--- config.mk ---
export PLATFORM = sky130hd
export DESIGN_NAME = layer4_fc_mac_sched
export DESIGN_NICKNAME = d
export VERILOG_FILES = /design/src/rtl/layer4_fc_mac_sched.sv
export SDC_FILE = /design/constraint.sdc
export NUM_CORES = 1
export LEC_CHECK = 0
export ABC_CLOCK_PERIOD_IN_PS = 6900
export BUFFER_PORTS_ARGS = -buffer_cell sky130_fd_sc_hd__buf_4
export CORE_UTILIZATION = 60
export CTS_BUF_LIST = sky130_fd_sc_hd__clkbuf_8 sky130_fd_sc_hd__clkbuf_16
export CTS_CLUSTER_SIZE = 24
export DETAILED_ROUTE_END_ITERATION = 10
export GPL_TIMING_DRIVEN = 1
export MAX_ROUTING_LAYER = met4
export PLACE_DENSITY = 0.88
export SETUP_SLACK_MARGIN = 0.15
export SLEW_MARGIN = 10
export SYNTH_ARGS = -nofsm -noshare
export SYNTH_HDL_FRONTEND = slang
export SYNTH_SLANG_ARGS = --single-unit
export TNS_END_PERCENT = 20
--- constraint.sdc ---
create_clock -name ap_clk -period 6.9 [get_ports ap_clk]
set_input_delay 1.725 -clock ap_clk [delete_from_list [all_inputs] [get_ports ap_clk]]
set_output_delay 1.725 -clock ap_clk [all_outputs]
set_load 0.05 [all_outputs]
--- src/rtl/layer4_fc_mac_sched.sv ---
// Layer4 fully-connected MAC sequencer: one shared 16x16 multiplier, bias + N_IN MACs per neuron,
// rescale/saturate, valid/ready result stream. Define LAYER4_FC_RELU_EN to clamp negative results to zero.
module layer4_fc_mac_sched #(
  parameter int N_IN  = 120,
  parameter int N_OUT = 84,
  parameter int DW    = 16,
  parameter int FRAC  = 8,
  parameter int ACC_W = 40,
  parameter int AW_A  = 7,
  parameter int AW_W  = 14,
  parameter int AW_O  = 7
) (
  input  logic              ap_clk,
  input  logic              ap_rst_n,
  input  logic              ap_start,
  output logic              ap_idle,
  output logic              ap_done,
  output logic              ap_ready,
  output logic              act_ce,
  output logic [AW_A-1:0]   act_addr,
  input  logic [DW-1:0]     act_q,
  output logic              wt_ce,
  output logic [AW_W-1:0]   wt_addr,
  input  logic [DW-1:0]     wt_q,
  output logic              bias_ce,
  output logic [AW_O-1:0]   bias_addr,
  input  logic [DW-1:0]     bias_q,
  output logic [DW-1:0]     mul_a,
  output logic [DW-1:0]     mul_b,
  input  logic [2*DW-1:0]   mul_p,
  output logic [DW-1:0]     out_data,
  output logic [AW_O-1:0]   out_idx,
  output logic              out_valid,
  input  logic              out_ready
);

  typedef enum logic [2:0] {S_IDLE, S_BIAS, S_MAC, S_DRAIN, S_OUT, S_DONE} state_t;

  localparam logic [AW_A-1:0] I_LAST  = AW_A'(N_IN - 1);
  localparam logic [AW_A-1:0] I_FIRST = AW_A'(1);
  localparam logic [AW_O-1:0] J_LAST  = AW_O'(N_OUT - 1);
  localparam logic [AW_W-1:0] W_STEP  = AW_W'(N_IN);
  localparam logic signed [ACC_W-1:0] SAT_MAX = ACC_W'((1 << (DW - 1)) - 1);
  localparam logic signed [ACC_W-1:0] SAT_MIN = -SAT_MAX - ACC_W'(1);

  state_t                   state, state_nx;
  logic [AW_O-1:0]          j;
  logic [AW_A-1:0]          i;
  logic [AW_W-1:0]          wbase;
  logic                     dcnt;
  logic signed [2*DW-1:0]   prod_r;
  logic signed [ACC_W-1:0]  acc;
  logic signed [ACC_W-1:0]  prod_ext;
  logic signed [ACC_W-1:0]  bias_ext;
  logic signed [ACC_W-1:0]  shifted;
  logic [DW-1:0]            result;

  assign prod_ext = {{(ACC_W-2*DW){prod_r[2*DW-1]}}, prod_r};
  assign bias_ext = {{(ACC_W-DW){bias_q[DW-1]}}, bias_q};
  assign shifted  = acc >>> FRAC;

  always_comb begin
    if (shifted > SAT_MAX)      result = SAT_MAX[DW-1:0];
    else if (shifted < SAT_MIN) result = SAT_MIN[DW-1:0];
    else                        result = shifted[DW-1:0];
`ifdef LAYER4_FC_RELU_EN
    if (acc < 0) result = '0;
`endif
  end

  // The first MAC cycle loads the bias, pre-shifted so it shares the product's 2*FRAC fraction.
  always_ff @(posedge ap_clk or negedge ap_rst_n) begin
    if (!ap_rst_n) begin
      state  <= S_IDLE;
      j      <= '0;
      i      <= '0;
      wbase  <= '0;
      dcnt   <= 1'b0;
      prod_r <= '0;
      acc    <= '0;
    end else begin
      state <= state_nx;
      case (state)
        S_IDLE: if (ap_start) begin
          j     <= '0;
          wbase <= '0;
        end
        S_BIAS: i <= I_FIRST;
        S_MAC: begin
          i      <= i + AW_A'(1);
          dcnt   <= 1'b0;
          prod_r <= mul_p;
          if (i == I_FIRST) acc <= bias_ext <<< FRAC;
          else              acc <= acc + prod_ext;
        end
        S_DRAIN: begin
          dcnt <= 1'b1;
          if (!dcnt) prod_r <= mul_p;
          acc <= acc + prod_ext;
        end
        S_OUT: if (out_ready && j != J_LAST) begin
          j     <= j + AW_O'(1);
          wbase <= wbase + W_STEP;
        end
        default: ;
      endcase
    end
  end

  always_comb begin
    state_nx  = state;
    ap_idle   = 1'b0;
    ap_done   = 1'b0;
    ap_ready  = 1'b0;
    act_ce    = 1'b0;
    wt_ce     = 1'b0;
    bias_ce   = 1'b0;
    act_addr  = '0;
    wt_addr   = '0;
    bias_addr = '0;
    mul_a     = '0;
    mul_b     = '0;
    out_data  = '0;
    out_idx   = '0;
    out_valid = 1'b0;
    case (state)
      S_IDLE: begin
        ap_idle = 1'b1;
        if (ap_start) state_nx = S_BIAS;
      end
      S_BIAS: begin
        bias_ce   = 1'b1;
        bias_addr = j;
        act_ce    = 1'b1;
        wt_ce     = 1'b1;
        wt_addr   = wbase;
        state_nx  = S_MAC;
      end
      S_MAC: begin
        act_ce   = 1'b1;
        wt_ce    = 1'b1;
        act_addr = i;
        wt_addr  = wbase + AW_W'(i);
        mul_a    = act_q;
        mul_b    = wt_q;
        if (i == I_LAST) state_nx = S_DRAIN;
      end
      S_DRAIN: begin
        if (!dcnt) begin
          mul_a = act_q;
          mul_b = wt_q;
        end else begin
          state_nx = S_OUT;
        end
      end
      S_OUT: begin
        out_valid = 1'b1;
        out_data  = result;
        out_idx   = j;
        if (out_ready) state_nx = (j == J_LAST) ? S_DONE : S_BIAS;
      end
      S_DONE: begin
        ap_done  = 1'b1;
        ap_ready = 1'b1;
        state_nx = S_IDLE;
      end
      default: state_nx = S_IDLE;
    endcase
  end

endmodule

# Word-level counts from Yosys, hierarchy flattened
# Cells that the tools add are included.
[totals] elab_cells=72 latchBits=0 memories=0 ram_bits=0 out_inout_bits=90 rom_bits=0 register_bits=104 inputBits=84
[classes] n_addsub=5 n_div=0 magnitude_cmp=2 n_eq_ne=15 n_shift=0 bitwise_logic=0 n_reduce_logical=9 n_mul=0 mux=34
[ops] op="$mux W16" n=5
[ops] op="$pmux W40 S2" n=1
[ops] op="$pmux W16 S2" n=2
[ops] op="$pmux W32 S2" n=1
[ops] op="$pmux W14 S2" n=2
[ops] op="$add A40 B32 Y40" n=1
[ops] op="$mux W40" n=1
[ops] op="$mux W7" n=5
[ops] op="$gt A32 B16 Y1 const B" n=1
[ops] op="$lt A32 B16 Y1 const B" n=1
[ops] op="$mux W32" n=1
[ops] op="$mux W14" n=2
[ops] op="$pmux W7 S2" n=2
[ops] op="$mux W3" n=5
[ops] op="$pmux W3 S5" n=1
[ops] op="$add A14 B7 Y14" n=1
[ops] op="$add A14 B7 Y14 const B" n=1
[ops] op="$add A7 B1 Y7 const B" n=2
[ops] op="$eq A7 B7 Y1 const B" n=2
[ops] op="$ne A2 B2 Y1 const B" n=6
[ops] op="$eq A7 B1 Y1 const B" n=1
[ops] op="$ne A7 B7 Y1 const B" n=1
[ops] op="$eq A3 B2 Y1 const B" n=2
[ops] op="$eq A3 B3 Y1 const B" n=2
[ops] op="10 further kinds" n=16

# Logic depth before layout (Yosys ltp)
[logic_depth] ltp_word=4 ltp_mapped=11 depth_no_buf=11

# Least setup slack after synthesis
# No wires, ideal clock.
[synth_path] kind="reg2out" startpoint="register i[4]" endpoint="output wt_addr[10]" t_arrival_ps=2874 setup_slack_ps=2301 path_stages_with_launch=10 path_buffers=0 t_required_ps=5175 path_cell_list="dfrtp_1 ha_1 a21o_1 a21o_1 a31oi_1 nor2b_1 o21a_1 nand3_1 xor2_1 o21ai_0"
[synth_via] elab_chain_cells=2
[synth_lines] element="from (decl)" line_no="48" rtl="logic [AW_A-1:0] i;"
[synth_lines] element="from (signal assigned)" line_no="90" rtl="i <= i + AW_A'(1);"
[synth_lines] element="$add A14 B7 Y14" line_no="143" rtl="wt_addr = wbase + AW_W'(i);"
[synth_lines] element="$pmux W14 S2" line_no="126" rtl="case (state)"
[synth_lines] element="to (decl)" line_no="23" rtl="output logic [AW_W-1:0] wt_addr,"
# Every way passes these cells.

# Worst setup path after layout
[layout_path] startpoint="register state[2]" endpoint="output wt_addr[12]"
[layout_via] elab_chain_cells=2 elab_cells_between_ends=3 cone_classes="2 x eq/ne; 1 x mux"
[layout_lines] element="from (decl)" line_no="46" rtl="state_t state, state_nx;"
[layout_lines] element="from (signal assigned)" line_no="82" rtl="state <= state_nx;"
[layout_lines] element="$eq A3 B2 Y1 / $eq A3 B1 Y1 (equally long branches)" line_no="126"
[layout_lines] element="$pmux W14 S2 (*)" line_no="126"
# Mark *: on every way between the ends. The rest lies on a longest branch, timed or not.

==> results.md <==
- Slew at the pin with the worst max-slew slack: 1140 ps
- Class of the worst hold path: flop to flop
- Worst setup path class: flop to primary output
- Total clock sinks: 101
- Number of diodes added for antenna fixing: 0
- Time the worst path needs with I/O delays and setup: 5090 ps
- HPWL reported at the end of detailed placement: 14,900 um
- Max-cap violation count: 0
- Clock root buffer master: sky130_fd_sc_hd__clkbuf_16
- Mean area per synthesized cell: 8.34 um2
- Fraction of registers with async set or reset after synthesis: 1.00
- Warnings from Yosys: 0
- Initial standard-cell utilization of the core: 0.621
- Chip height: 114 um
- Category of the worst setup path launch point: flop
- Element type at the critical path end: primary output
- Final setup violating endpoints: 0
- Clock transition at the registers of the reported paths: 80 ps
- Max Freq: 197 MHz
- Met1 demand-to-capacity share in global routing: 0.424
- Placement Rows: 40
- Worst Path Arrival: 3360 ps
- Post-synth cell types: 70
- Buffering stage count on the worst path with inverters included: 1
- Ys flop type: sky130_fd_sc_hd__dfrtp_1
- IO buf count: 173
- Most utilized layer in the global route result: met2
- Met3 track demand over resource in global routing: 0.0450
- Flops & latches, synth: 101
- Leak: 0.00430 uW
- GRT Resource Usage Total: 0.328
- RSZ-0062 raised after global routing: no
- Global-route wire length before repair: 33,400 um
- Largest net degree at the start of global routing: 59
- Crit share post-route: 0.738
- Endpoint required time on the critical path: 5180 ps
- Fraction of post-synthesis cell area in the top cell type by area: 0.334
- Fraction of the yosys area taken by sequential cells: 0.334
- PD cells: 337 nW/um2
- Run status: complete, no violations
- Worst-path cell with the longest stage delay: sky130_fd_sc_hd__nor2_1
- Top Family by Delay on Critical Path: simple AND/OR/NAND/NOR gates
- Slowest Stage Delay on Critical Path: 970 ps
- Top-level I/O count: 174
- Startpoint of the most critical hold path: acc[6]$_DFFE_PN0P_
- Post-route setup TNS: 0 ps
- H-Tree Level Count: 3
- Number of antenna violations at the first check in global routing: 0
- Number of nets in the synthesized netlist: 1,039
- Top cell type by total area after synthesis: sky130_fd_sc_hd__dfrtp_1
- Maximum buffer depth of the clock tree: 2
- Final layout net count: 1,179
- Synthesized cell area: 7560 um2
- TritonCTS clock tree: yes
- Via count of the first global-routing pass: 6,963
- Hold buffer count at cts: 0
- Worst r2r src: state[2]$_DFFE_PN0P_
- Die Area: 13,000 um2
- Most frequent cells in the layout: sky130_fd_sc_hd__buf_4 (179), sky130_fd_sc_hd__dfrtp_1 (101), sky130_fd_sc_hd__nand2_1 (100)
- Floorplan core area: 12,200 um2
- Final Hold Fails: 0
- Layout cell share with drive strength beyond 1: 0.230
- Initial drt markers: 623
- Final Routed Wirelength: 20,400 um
- Area Growth Syn to Fin: 21.1%
- Resized Gates After CTS: 0
- Final Max Slew Viols: 0
- Via/cell ratio: 6.07
- Most frequent standard cell in the layout excluding fill and tap cells: sky130_fd_sc_hd__buf_4
- Clock Skews: 9.34 ps
- Worst setup path startpoint: state[2]$_DFFE_PN0P_
- Chip Width: 114 um
- Max transition margin: 0.236
- Number of enable-type register cells in the synthesized netlist: 0
- Post-Route Utilization: 0.752
- Max Fanout on Critical Path: 55
- List of cells traversed by the critical path: nand2b_2 > nor2_1 > nand2_1 > o31ai_1 > buf_4
- Vias after detailed routing: 7,400
- DRC errors left: 0
- Last weighted congestion value of the routability-driven placer: 0.936
- Post-CTS Setup Inserts: 0
- Grt ovf: 0
- Largest vdd supply drop: 0.000223 V
- Antenna Nets Post-Route: 0
- CTS buffer count: 9
- Global routing met2 resource utilization: 0.540
- Cell types with the largest area share after synthesis: sky130_fd_sc_hd__dfrtp_1 (33%), sky130_fd_sc_hd__ha_1 (7.9%), sky130_fd_sc_hd__o21ai_0 (5.4%), sky130_fd_sc_hd__nand2_1 (5.0%), sky130_fd_sc_hd__nor2_1 (4.8%)
- Average wire per cell in the routed design: 16.8 um
- Insertion delay of the later-clocked pin in the worst-skew pair: 350 ps
- TritonRoute pass-1 iters: 7
- Gate count after technology mapping: 906
flip-flops by register name, summed over array words and instances, names as in the netlist:
signal  flops
dcnt        1
prod_r     32
state       3
j           7
wbase      11
acc        40
i           7
metal layers:
layer,routed length [um],part of all wire,vias up
met2,10100,0.50,286
met1,8790,0.43,3521
li1,-,-,3542
met4,377,0.018,0
met5,0,0,-
met3,1140,0.056,51
power by group:
group | total, uW | internal (uW) | switching, uW | leakage [uW]
Combinational | 1700 | 719 | 981 | 0.00293
Clock | 506 | 255 | 252 | 0.000141
Sequential | 873 | 739 | 133 | 0.00122
Yosys cell counts, drive strengths merged, types with 21 or more instances:
cell    instances
and2           49
ha             48
xor2           24
mux2           32
a21oi          72
dfrtp         101
o21ai          85
clkbuf         36
a21o           22
nand2         101
nor2           97
and3           21
worst register-to-register path, delay by kind of cell, from the launching register on:
family,cells,cell delay [ps]
AOI/OAI and AO/OA,5,1670
DFF,1,550
buffers and inverters,1,450
and+or+nand+nor,1,800
logic make-up (layout without fill, tap and decap cells):
kind of cell | after synthesis | count (layout) | share of synthesized area
muxes | 35 | 35 | 0.0517
buffers and inverters | 66 | 211 | 0.0437
other | 1 | 1 | 0.000496
adders and majority gates | 49 | 49 | 0.0821
DFF | 101 | 101 | 0.334
xor gates and xnor gates | 42 | 42 | 0.0487
and+or+nand+nor | 350 | 350 | 0.223
AOI/OAI and AO/OA | 262 | 262 | 0.215
final cells by class:
class | count | area (um2)
Sequential cell | 101 | 2530
Fill cell | 907 | 3010
Inverter | 16 | 60.1
Timing Repair Buffer | 179 | 1340
Clock buffer | 9 | 225
Clock inverter | 7 | 65.1
Multi-Input combinational cell | 739 | 4720
Tap cell | 168 | 210
metrics by stage:
stage                     total power, uW  std cells  instance area (um2)  worst slack, ps  hold slack (ps)
after floorplan                      2180        906                 7560             2300              447
after global placement               2470       1203                 8860             2320              471
after detailed placement             2530       1203                 8860             2200              491
after CTS                            3040       1219                 9150             1800              509
after global routing                 3310       1219                 9150             1550              543
final                                3080       1219                 9150             1810              496
worst paths after layout:
kind                                     endpoint  depth (start not counted)  slack (ps)
max reg2reg                  state[2]$_DFFE_PN0P_                          7        3340
max in group asynchronous     acc[33]$_DFFE_PN0P_                          2        4390
min                            acc[6]$_DFFE_PN0P_                          2         500
max                                   wt_addr[12]                          5        1810
min reg2reg                    acc[6]$_DFFE_PN0P_                          2         500
min in group asynchronous  prod_r[19]$_DFFE_PN0P_                          1        1440
(Power assumes the default switching activity.)
